**src/rtl/turn_signal_scheduler.sv**
```systemverilog
// turn_signal_scheduler: conditions the raw switch requests, arbitrates
// left/right/hazard and generates the blink-step tick for the taillight FSM.
module turn_signal_scheduler #(
  parameter int TICK_DIV   = 50000000,
  parameter int DEB_CYCLES = 1000000,
  parameter int TURN_LEN   = 4,
  parameter int HAZ_LEN    = 2
) (
  input  logic       Clock,
  input  logic       Reset_n,
  input  logic       L_in,
  input  logic       R_in,
  input  logic       H_in,
  output logic       Enable,
  output logic       L,
  output logic       R,
  output logic       H,
  output logic [1:0] Mode,
  output logic [1:0] Phase
);

  typedef enum logic [1:0] {
    MODE_IDLE   = 2'd0,
    MODE_LEFT   = 2'd1,
    MODE_RIGHT  = 2'd2,
    MODE_HAZARD = 2'd3
  } mode_t;

  localparam int TICK_W = (TICK_DIV > 1) ? $clog2(TICK_DIV) : 1;
  localparam int DEB_W  = $clog2(DEB_CYCLES + 1);

  localparam logic [TICK_W-1:0] TICK_LAST = TICK_W'(TICK_DIV - 1);
  localparam logic [DEB_W-1:0]  DEB_LAST  = DEB_W'(DEB_CYCLES - 1);
  localparam logic [1:0]        TURN_LAST = 2'(TURN_LEN - 1);
  localparam logic [1:0]        HAZ_LAST  = 2'(HAZ_LEN - 1);

  // Bit order for the per-input vectors: [2]=hazard, [1]=right, [0]=left
  logic [2:0]       raw_req;
  logic [2:0]       sync_1;
  logic [2:0]       sync_2;
  logic [2:0]       filt_req;
  logic [DEB_W-1:0] deb_cnt [3];

  logic [TICK_W-1:0] tick_cnt;
  logic              tick;

  mode_t      request;
  mode_t      mode_q;
  mode_t      mode_d;
  logic [1:0] phase_q;
  logic [1:0] phase_d;

  assign raw_req = {H_in, R_in, L_in};

  // Two-flop synchronizer for the asynchronous switch inputs
  always_ff @(posedge Clock or negedge Reset_n) begin
    if (!Reset_n) begin
      sync_1 <= '0;
      sync_2 <= '0;
    end else begin
      sync_1 <= raw_req;
      sync_2 <= sync_1;
    end
  end

  // Debounce: accept a change only after it has been stable DEB_CYCLES cycles
  always_ff @(posedge Clock or negedge Reset_n) begin
    if (!Reset_n) begin
      filt_req <= '0;
      for (int i = 0; i < 3; i++) begin
        deb_cnt[i] <= '0;
      end
    end else begin
      for (int i = 0; i < 3; i++) begin
        if (sync_2[i] == filt_req[i]) begin
          deb_cnt[i] <= '0;
        end else if (deb_cnt[i] == DEB_LAST) begin
          filt_req[i] <= sync_2[i];
          deb_cnt[i]  <= '0;
        end else begin
          deb_cnt[i] <= deb_cnt[i] + DEB_W'(1);
        end
      end
    end
  end

  // Free-running blink divider; tick is registered so it lands one cycle after the wrap count
  always_ff @(posedge Clock or negedge Reset_n) begin
    if (!Reset_n) begin
      tick_cnt <= '0;
      tick     <= 1'b0;
    end else begin
      tick <= (tick_cnt == TICK_LAST);
      if (tick_cnt == TICK_LAST) begin
        tick_cnt <= '0;
      end else begin
        tick_cnt <= tick_cnt + TICK_W'(1);
      end
    end
  end

  // Enable trails tick by one cycle so the commands are already settled when it pulses
  always_ff @(posedge Clock or negedge Reset_n) begin
    if (!Reset_n) begin
      Enable <= 1'b0;
    end else begin
      Enable <= tick;
    end
  end

  // Priority decode of the filtered requests; both turns together mean hazard
  always_comb begin
    request = MODE_IDLE;
    if (filt_req[2] || (filt_req[0] && filt_req[1])) begin
      request = MODE_HAZARD;
    end else if (filt_req[0]) begin
      request = MODE_LEFT;
    end else if (filt_req[1]) begin
      request = MODE_RIGHT;
    end
  end

  // Mode/phase next state: only a tick advances; turns finish unless hazard preempts
  always_comb begin
    mode_d  = mode_q;
    phase_d = phase_q;
    if (tick) begin
      case (mode_q)
        MODE_IDLE: begin
          if (request != MODE_IDLE) begin
            mode_d  = request;
            phase_d = 2'd0;
          end
        end
        MODE_LEFT, MODE_RIGHT: begin
          if (request == MODE_HAZARD) begin
            mode_d  = MODE_HAZARD;
            phase_d = 2'd0;
          end else if (phase_q < TURN_LAST) begin
            phase_d = phase_q + 2'd1;
          end else begin
            mode_d  = request;
            phase_d = 2'd0;
          end
        end
        MODE_HAZARD: begin
          if (phase_q < HAZ_LAST) begin
            phase_d = phase_q + 2'd1;
          end else begin
            mode_d  = request;
            phase_d = 2'd0;
          end
        end
        default: begin
          mode_d  = MODE_IDLE;
          phase_d = 2'd0;
        end
      endcase
    end
  end

  // Mode/phase register plus the one-hot command flops, which always mirror the mode
  always_ff @(posedge Clock or negedge Reset_n) begin
    if (!Reset_n) begin
      mode_q  <= MODE_IDLE;
      phase_q <= 2'd0;
      L       <= 1'b0;
      R       <= 1'b0;
      H       <= 1'b0;
    end else begin
      mode_q  <= mode_d;
      phase_q <= phase_d;
      L       <= (mode_d == MODE_LEFT);
      R       <= (mode_d == MODE_RIGHT);
      H       <= (mode_d == MODE_HAZARD);
    end
  end

  assign Mode  = mode_q;
  assign Phase = phase_q;

endmodule
```
**config.mk**
```make
export PLATFORM = sky130hd
export DESIGN_NAME = turn_signal_scheduler
export DESIGN_NICKNAME = d
export VERILOG_FILES = /design/src/rtl/turn_signal_scheduler.sv
export SDC_FILE = /design/constraint.sdc
export NUM_CORES = 1
export LEC_CHECK = 0
export BUFFER_PORTS_ARGS = -buffer_cell sky130_fd_sc_hd__buf_2
export CAP_MARGIN = 30
export CORE_ASPECT_RATIO = 2
export CORE_UTILIZATION = 56
export DETAILED_ROUTE_END_ITERATION = 10
export GPL_TIMING_DRIVEN = 0
export PLACE_DENSITY = 0.76
export SETUP_SLACK_MARGIN = 0.4
export SLEW_MARGIN = 10
export SYNTH_ARGS = -nofsm -noshare
export SYNTH_HDL_FRONTEND = slang
export SYNTH_SLANG_ARGS = --single-unit
```
**constraint.sdc**
```tcl
create_clock -name Clock -period 2.05 [get_ports Clock]
set_input_delay 0.1025 -clock Clock [delete_from_list [all_inputs] [get_ports Clock]]
set_output_delay 0.1025 -clock Clock [all_outputs]
set_load 0.005 [all_outputs]
```
* Word level (Yosys, flattened, before mapping) *
Index checks and enable logic that the tools add are counted.

storage, ports and cells
  register bits = 104
  bits in latches = 0
  memory bits (writable) = 0
  memory bits (read-only) = 0
  input bits = 5
  output and inout bits = 8
  logic and storage cells = 71
  memories = 0

operators by class
  add/sub/neg operators = 5
  multipliers = 0
  div/mod/pow operators = 0
  magnitude comparators = 2
  eq/ne operators = 15
  shifts and indexed selects = 0
  muxes and demuxes = 21
  bitwise gates (word level) = 3
  reductions and logical operators = 9

operators with widths
  operator                                                                      number
  20-bit two-way mux                                                            6
  20-bit by 1-bit adder with 20-bit output, second input constant               3
  20-bit equality test, second input constant                                   3
  26-bit by 1-bit adder with 26-bit output, second input constant               1
  26-bit equality test, second input constant                                   1
  26-bit two-way mux                                                            1
  2-bit two-way mux                                                             12
  2-bit case mux with 3 select lines                                            2
  2-bit equality test, second input constant                                    5
  2-bit AND reduction                                                           4
  2-bit by 1-bit equality test with 1-bit output, second input constant         2
  1-bit equality test                                                           3
  1-bit inverter                                                                3
  2-bit by 1-bit adder with 2-bit output, second input constant                 1
  2-bit zero test                                                               1
  2-bit by 1-bit less-than comparator with 1-bit output, second input constant  1
  2-bit less-than comparator, second input constant                             1
  2-bit inequality test, second input constant                                  1
  2-bit nonzero test                                                            1
  2-bit OR reduction                                                            1
  1-bit logical AND                                                             1
  1-bit logical OR                                                              1

* Logic depth before layout (Yosys ltp) *
Gate-level depths: netlist (run 1).

  depth in word-level cells = 8
  depth in mapped cells = 6
  mapped depth without buffers = 6

* Least setup slack after synthesis (run 1) *
No wires, ideal clock.

  kind = reg-to-reg
  from = register deb_cnt[52] (netlist bit)
  to = register deb_cnt[50] (netlist bit)
  library setup time = 0.119 ns
  arrival = 1.884 ns
  required time = 1.931 ns
  setup slack = 0.048 ns
  stages on the path, launching flop included = 6
  path buffers = 1
  period minus slack after synthesis = 2.002 ns
  cells stage by stage = dfrtp_1 or4b_1 or4_4 o21ai_4 buf_6 nor2_1

between the ends
  cells in the longest elaborated chain, start to end = 3

ends and longest elaborated chain
  element                           line  source
  start: declaration                42    logic [DEB_W-1:0] deb_cnt [3];
  start signal: indexed assignment  81    deb_cnt[i] <= deb_cnt[i] + DEB_W'(1);
  20-bit equality test              77    end else if (deb_cnt[i] == DEB_LAST) begin
  20-bit two-way mux                77
  20-bit two-way mux                75    if (sync_2[i] == filt_req[i]) begin

No other way between the ends.
A chain may end at the register's enable or synchronous reset.

* Worst setup path after layout (run 1) *
  from = register deb_cnt[52] (netlist bit)
  to = register deb_cnt[58] (netlist bit)

between the ends
  cells in the longest elaborated chain, start to end = 3
  elaborated cells between the ends (all ways) = 4
  classes of those cells = add/sub: 1; eq/ne: 1; mux: 2

ends and longest elaborated chain
  element                                                                           line
  20-bit by 1-bit adder with 20-bit output or 20-bit equality test (tied branches)  81, 77
  20-bit two-way mux (*)                                                            77
  20-bit two-way mux (*)                                                            75

Every way passes the cells marked *; elsewhere a longest branch is shown, timed or not.

==> qor.yml, run 1 <==
grt_first_pass_wirelength_um: 20800
grt_max_degree: 59
fillers: 471
netlist_area_um2: 5051
critical-path-top-delay-family: "simple AND/OR/NAND/NOR gates"
chipHeight_um: 136.3
worstReg2RegStart: "deb_cnt[52]$_DFF_PN0_"
yosysSeqAreaShare_pct: 51.52
crit_path_max_fanout: 7
async_flop_share_pct: 100.0
drt-pass1-iter-count: 5
final_layout_size_suffix_gt1_share_pct: 39.90
drc: 0
powerDensity_nw_per_um2: 589.2
cap_violations: 0
drv_slew: 0
slew_headroom_pct: 59.28
clock_latency_ns: 0.34
yosys_warnings: 0
path_cells: "or4b_1 -> or4_4 -> o21ai_4 -> buf_6 -> a21oi_2"
post_drt_wl_per_cell_um: 19.94
start_kind: "register"
synth-seq-cells: 104
area_delta_synth_final_pct: 38.22
pre_cts_ws_ns: -0.1334
grt_util_all_layers_pct: 27.73
cts_tree: "yes"
num_vias: 4523
clock_sinks: 104
period_share_pct: 99.26
antenna_found_initial: 0
p_leak_nw: 2.871
vdd_drop_max_mv: 0.6716
run_status: "complete, no violations"
hp-class: "in -> async"
grt_pass1_vias: 4654
dp.final_hpwl_um: 7301
start_util_pct: 58.00
crit_start: "deb_cnt[52]$_DFF_PN0_"
nets: 623
critPathKind: "reg -> reg"
syn_inst: 508
synth.distinct_cells: 51
clkTransAtPathRegs_ns: 0.07
cts_root_buffer: "clkbuf_16"
cp_slowest_cell: "or4_4"
crit_path_end_kind: "register"
io_buffer_count: 12
setup_ws_ns: 0.01518
die_x_um: 69.16
n_antenna_cell: 0
setup_viol: 0
postRouteAntennaNets: 0
dieArea_um2: 9427
hold_violations: 0
wl_um: 14240
initialDrtViolationCount: 289
fin_crit_ns: 2.035
h-tree-depth: 3
post_drt_via_cell_ratio: 6.335
core_area_um2: 8708
synth_nets: 522
finalClockSkew_ns: 0.003958
gr-total-overflow: 0
rsz0062_at_grt: "true"
cp.required_ns: 2.27
slowest_delay_ns: 0.58
synth_edf_count: 0
max_freq_ghz: 0.4914
final_cell_mix: "dfrtp_1, buf_4, nor2_1"
clockBufferDepth: 2
final_common_cell: "dfrtp_1"
finalWeightedCongestion: 0.8332
critPathArrivalTime_ns: 2.26
cts_buffers: 9
worst_pin_slew_ns: 0.6108
pin_count: 13
critPathBufInv: 1
syn-mean-instance-area_um2: 9.943
synth_top_flop_cell: "dfrtp_1"
tns_ns: 0
rows: 48
## synth_stat cells, types with 3 or more instances
library cell / count / area [µm²]
and3_1: 4 / 25.02
nor2b_1: 3 / 18.77
or3_1: 19 / 118.9
clkbuf_1: 6 / 22.52
o31ai_1: 15 / 112.6
a21oi_1: 31 / 155.2
nor4b_1: 4 / 35.03
o21ai_0: 20 / 100.1
nor4_1: 12 / 75.07
xnor2_1: 30 / 262.8
dfrtp_1: 104 / 2603
inv_1: 24 / 90.09
or4_1: 19 / 142.6
ha_1: 9 / 112.6
nand4_1: 7 / 43.79
nor3_1: 7 / 35.03
nand2_1: 37 / 138.9
or2_2: 4 / 25.02
nor2_1: 52 / 195.2
buf_2: 5 / 25.02
mux2_2: 3 / 33.78
xor2_1: 19 / 166.4
and4_1: 5 / 43.79
nand3_1: 36 / 180.2
## metrics by stage
| step | std cells | hold slack [ns] | util, % | power, mW | instance area [µm²] |
|---|---|---|---|---|---|
| finish | 714 | 0.3106 | 80.17 | 4.114 | 6982 |
| global placement | 620 | 0.2118 | 61.34 | 2.231 | 5341 |
| floorplan | 508 | -0.1931 | - | 2.174 | 5156 |
| global route | 714 | 0.3620 | 80.17 | 4.225 | 6982 |
| CTS | 702 | 0.3407 | 75.09 | 4.090 | 6539 |
| detailed placement | 621 | 0.1533 | 61.68 | 2.243 | 5371 |
## per-layer routing
metal / part of all wire [%] / track usage, % / up-vias
met5: 0 / 0 / -
met2: 57 / 53.72 / 175
met4: 4.6 / 12.93 / 0
li1: - / - / 2022
met3: 3.9 / 4.818 / 53
met1: 35 / 28.11 / 2273
## flip-flops by register name, summed over array words and instances (netlist names)
name      flops
deb_cnt      60
tick_cnt     26
filt_req      3
sync_1        3
sync_2        3
Mode          2
Phase         2
Enable        1
H             1
L             1
R             1
tick          1
## final timing paths
path | end | slack [ns] | cells past startpoint
hold reg to reg | sync_2[1]$_DFF_PN0_ | 0.36 | 0
setup / recovery | deb_cnt[58]$_DFF_PN0_ | 0.02 | 5
hold / removal | deb_cnt[51]$_DFF_PN0_ | 0.31 | 2
max in group asynchronous | tick_cnt[8]$_DFF_PN0_ | 1.02 | 3
setup reg to reg | deb_cnt[58]$_DFF_PN0_ | 0.02 | 5
min in group Clock | sync_2[1]$_DFF_PN0_ | 0.36 | 0
## where the power goes
group          internal [mW]  switching [mW]  total [mW]
registers               2.07          0.0177        2.09
logic                 0.0669           0.102       0.169
clock network           1.10           0.759        1.86
total                   3.24           0.879        4.11
## area by class of cell
class	count	area, µm²	area share (%)
timing repair buffer	90	734.5	10.52
sequential	104	2611	37.40
inverter	24	90.09	1.290
tap	100	125.1	1.792
buffer	13	131.4	1.882
clock buffer	10	239.0	3.423
multi-input combinational	367	2968	42.51
clock inverter	6	82.58	1.183
## cells by family after synthesis
kind of cell	count (synthesis)	share of synthesized area, %
AOI/OAI and AO/OA	83	10.23
xor gates and xnor gates	49	8.496
adders and majority gates	9	2.229
buffers and inverters	37	3.047
DFF	104	51.52
muxes	4	0.8669
and+or+nand+nor	222	23.61
## repair_timing
item,4_1_cts,5_1_grt
gates resized for setup,79,94
endpoints found under the hold margin,49,0
cloned,3,2
pin swaps,28,23
buffers inserted,58,10
setup endpoints to repair,87,87
hold buffers,4,0
(Power assumes the default switching activity.)
==> run 2: changes to the inputs <==
- CORE_UTILIZATION: 56 -> 52
- PLACE_DENSITY: 0.76 -> 0.71
==> run 2 against run 1 <==
Power shrank 1.9%. Sequential share of layout area down 0.41 points. Register-to-register slack improved by 0.02 ns. Clock skew is 0.0042 ns higher. Via count is 2.7% lower. Worst setup slack improved by 0.019 ns. Cell count increased by 0.84%. Critical path type unchanged. Critical endpoint is now deb_cnt[54]$_DFF_PN0_. Largest cell class unchanged.
==> qor.yml, run 2 (synthesis results as in run 1) <==
dieArea_um2: 10140  # +7.5%
cp.required_ns: 2.29  # +0.02 ns
slew_headroom_pct: 68.51  # +9.2 points
pre_cts_ws_ns: -0.1188  # +0.01459 ns
start_kind: "register"
critical-path-top-delay-family: "simple AND/OR/NAND/NOR gates"
power_frac_clock_pct: 43.7  # -1.4 points
fin_cells: 720  # +0.84%
drc: 0  # unchanged
slowest_delay_ns: 0.57  # about the same
crit_path_end_kind: "register"
antenna_found_initial: 0  # unchanged
dp_cells: 625  # +0.64%
final_cell_mix: "dfrtp_1, buf_4, nand2_1"
finalClockSkew_ns: 0.008172  # +0.004213 ns
n_antenna_cell: 0  # unchanged
clock_latency_ns: 0.35  # about the same
internal-power_mw: 3.101  # -4.1%
path_cells: "or4b_1 -> or4_4 -> o21ai_4 -> buf_6 -> nor2_1"
max_freq_ghz: 0.4960  # +0.93%
multi_input_area_um2: 3027  # +2.0%
grt_util_all_layers_pct: 26.33  # -1.4 points
rr_worst_depth: 5  # unchanged
largest_reg_flops: 60  # unchanged
io_buffer_count: 12  # unchanged
postRouteAntennaNets: 0  # unchanged
final_layout_size_suffix_gt1_share_pct: 42.37  # +2.5 points
initialDrtViolationCount: 249  # -14%
grt_first_pass_wirelength_um: 20920  # +0.60%
fillers: 611  # +30%
fin_crit_ns: 2.016  # -0.01869 ns
reg2reg_slack_ns: 0.03  # +0.02 ns
run_status: "complete, no violations"
final_common_cell: "dfrtp_1"
grt_pass1_vias: 4612  # -0.90%
chipHeight_um: 141.4  # +3.7%
p_leak_nw: 2.851  # -0.67%
rows: 50  # +4.2%
die_x_um: 71.69  # +3.7%
p_comb_share_pct: 4.5  # +0.4 points
worstReg2RegStart: "deb_cnt[55]$_DFF_PN0_"
clkTransAtPathRegs_ns: 0.07  # about the same
regMostFlops: "deb_cnt"
cts_root_buffer: "clkbuf_16"
grt_max_degree: 92  # +56%
num_vias: 4401  # -2.7%
vdd_drop_max_mv: 0.4420  # -34%
drv_slew: 0  # unchanged
nets: 625  # +0.32%
finalWeightedCongestion: 0.8316  # -0.19%
wl_um: 13440  # -5.6%
drt-pass1-iter-count: 5  # unchanged
start_util_pct: 53.83  # -4.2 points
clockBufferDepth: 2  # unchanged
seq_power_share_pct: 51.8  # +1.0 points
cap_violations: 0  # unchanged
worst_pin_slew_ns: 0.4724  # -0.1384 ns
setup_viol: 0  # unchanged
area_delta_synth_final_pct: 39.96
setup_ws_ns: 0.03387  # +0.01869 ns
hold_violations: 0  # unchanged
p_switching_mw: 0.9337  # +6.3%
post_drt_via_cell_ratio: 6.113  # -3.5%
cp_slowest_cell: "or4_4"
hp-class: "in -> async"
switching_share_pct: 23.14  # +1.8 points
cts_tree: "yes"
post_drt_wl_per_cell_um: 18.67  # -6.4%
clock_sinks: 104  # unchanged
rsz0062_at_grt: "true"
dp.final_hpwl_um: 6998  # -4.1%
crit_path_max_fanout: 10  # +3
h-tree-depth: 3  # unchanged
critPathBufInv: 1  # unchanged
utilization_pct: 75.33  # -4.8 points
r2r-end: "deb_cnt[54]$_DFF_PN0_"
cts_buffers: 9  # unchanged
pin_count: 13  # unchanged
gr-total-overflow: 0  # unchanged
powerDensity_nw_per_um2: 570.8  # -3.1%
largestRegisters: "deb_cnt (60), tick_cnt (26)"
critPathArrivalTime_ns: 2.25  # about the same
critPathKind: "reg -> reg"
seq_area_um2: 2615  # +0.14%
core_area_um2: 9384  # +7.8%
period_share_pct: 98.35  # -0.91 points
==> run 2: cell types whose count changed in the layout (fill, tap and decap cells not counted), moves of 3 or more <==
cell	delta
or3_1	+3
buf_4	-4
nor2_4	+7
inv_6	+3
dfrtp_2	+3
buf_6	+6
nor2_2	+12
nor2_1	-19
dfrtp_1	-3
or3_4	-3
==> run 2: worst max path at each step <==
stage / slack (ns) / end / start / cells after the start
2_1_floorplan: 0.06 / deb_cnt[50]$_DFF_PN0_ / deb_cnt[50]$_DFF_PN0_ / 5
3_3_place_gp: -0.22 / deb_cnt[21]$_DFF_PN0_ / Reset_n / 1
3_5_place_dp: -0.12 / deb_cnt[54]$_DFF_PN0_ / deb_cnt[50]$_DFF_PN0_ / 5
4_1_cts: 0.03 / deb_cnt[54]$_DFF_PN0_ / deb_cnt[55]$_DFF_PN0_ / 5
5_1_grt: -0.02 / deb_cnt[36]$_DFF_PN0_ / deb_cnt[31]$_DFF_PN0_ / 5
6_report: 0.03 / deb_cnt[54]$_DFF_PN0_ / deb_cnt[55]$_DFF_PN0_ / 5
==> run 2: cell type report <==
class | count | share of cell area [%]
multi-input cells | 367 | 42.81
inverters | 24 | 1.274
plain buffers | 13 | 1.876
clock buffers | 9 | 3.186
repair buffers | 92 | 10.92
well taps | 104 | 1.841
flip-flops and latches | 104 | 36.99
clock inverters | 7 | 1.097
==> run 2: metrics by stage <==
stage	area, µm²	hold slack [ns]	total power [mW]	setup TNS (ns)
floorplan	5156	-0.1931	2.174	0
global placement	5346	0.2123	2.231	-23.39
detailed placement	5380	-0.06415	2.245	-1.212
CTS	6613	0.1412	4.046	0
global route	7069	0.1520	4.160	-0.1915
finish	7069	0.1443	4.035	0
==> run 2: worst register-to-register path: stages, from the launching register on <==
cell	delay, ns
dfrtp_1	0.40
or4b_1	0.53
or4_4	0.57
o21ai_4	0.19
buf_6	0.16
nor2_1	0.06
==> run 2: timing repair <==
action,4_1_cts,5_1_grt
hold buffers,4,0
gates resized for setup,109,95
gates cloned,6,0
pin swaps,33,23
hold endpoints to repair,107,0
setup endpoints to repair,86,86
buffers inserted,55,14
==> run 2: power groups by stage <==
stage | logic (mW) | clock network [mW] | registers (mW)
after CTS | 0.165 | 1.79 | 2.09
after detailed placement | 0.116 | 0 | 2.13
after floorplan | 0.0493 | 0 | 2.13
after global placement | 0.104 | 0 | 2.13
final | 0.184 | 1.76 | 2.09
after global routing | 0.201 | 1.87 | 2.09
==> run 2: routing by layer <==
layer | part of all wire (%) | vias up | track usage [%]
met5 | 0 | - | 0
met4 | 4.1 | 0 | 15.79
met3 | 2.0 | 50 | 5.327
met2 | 57 | 94 | 48.61
met1 | 37 | 2221 | 26.27
li1 | - | 2036 | -
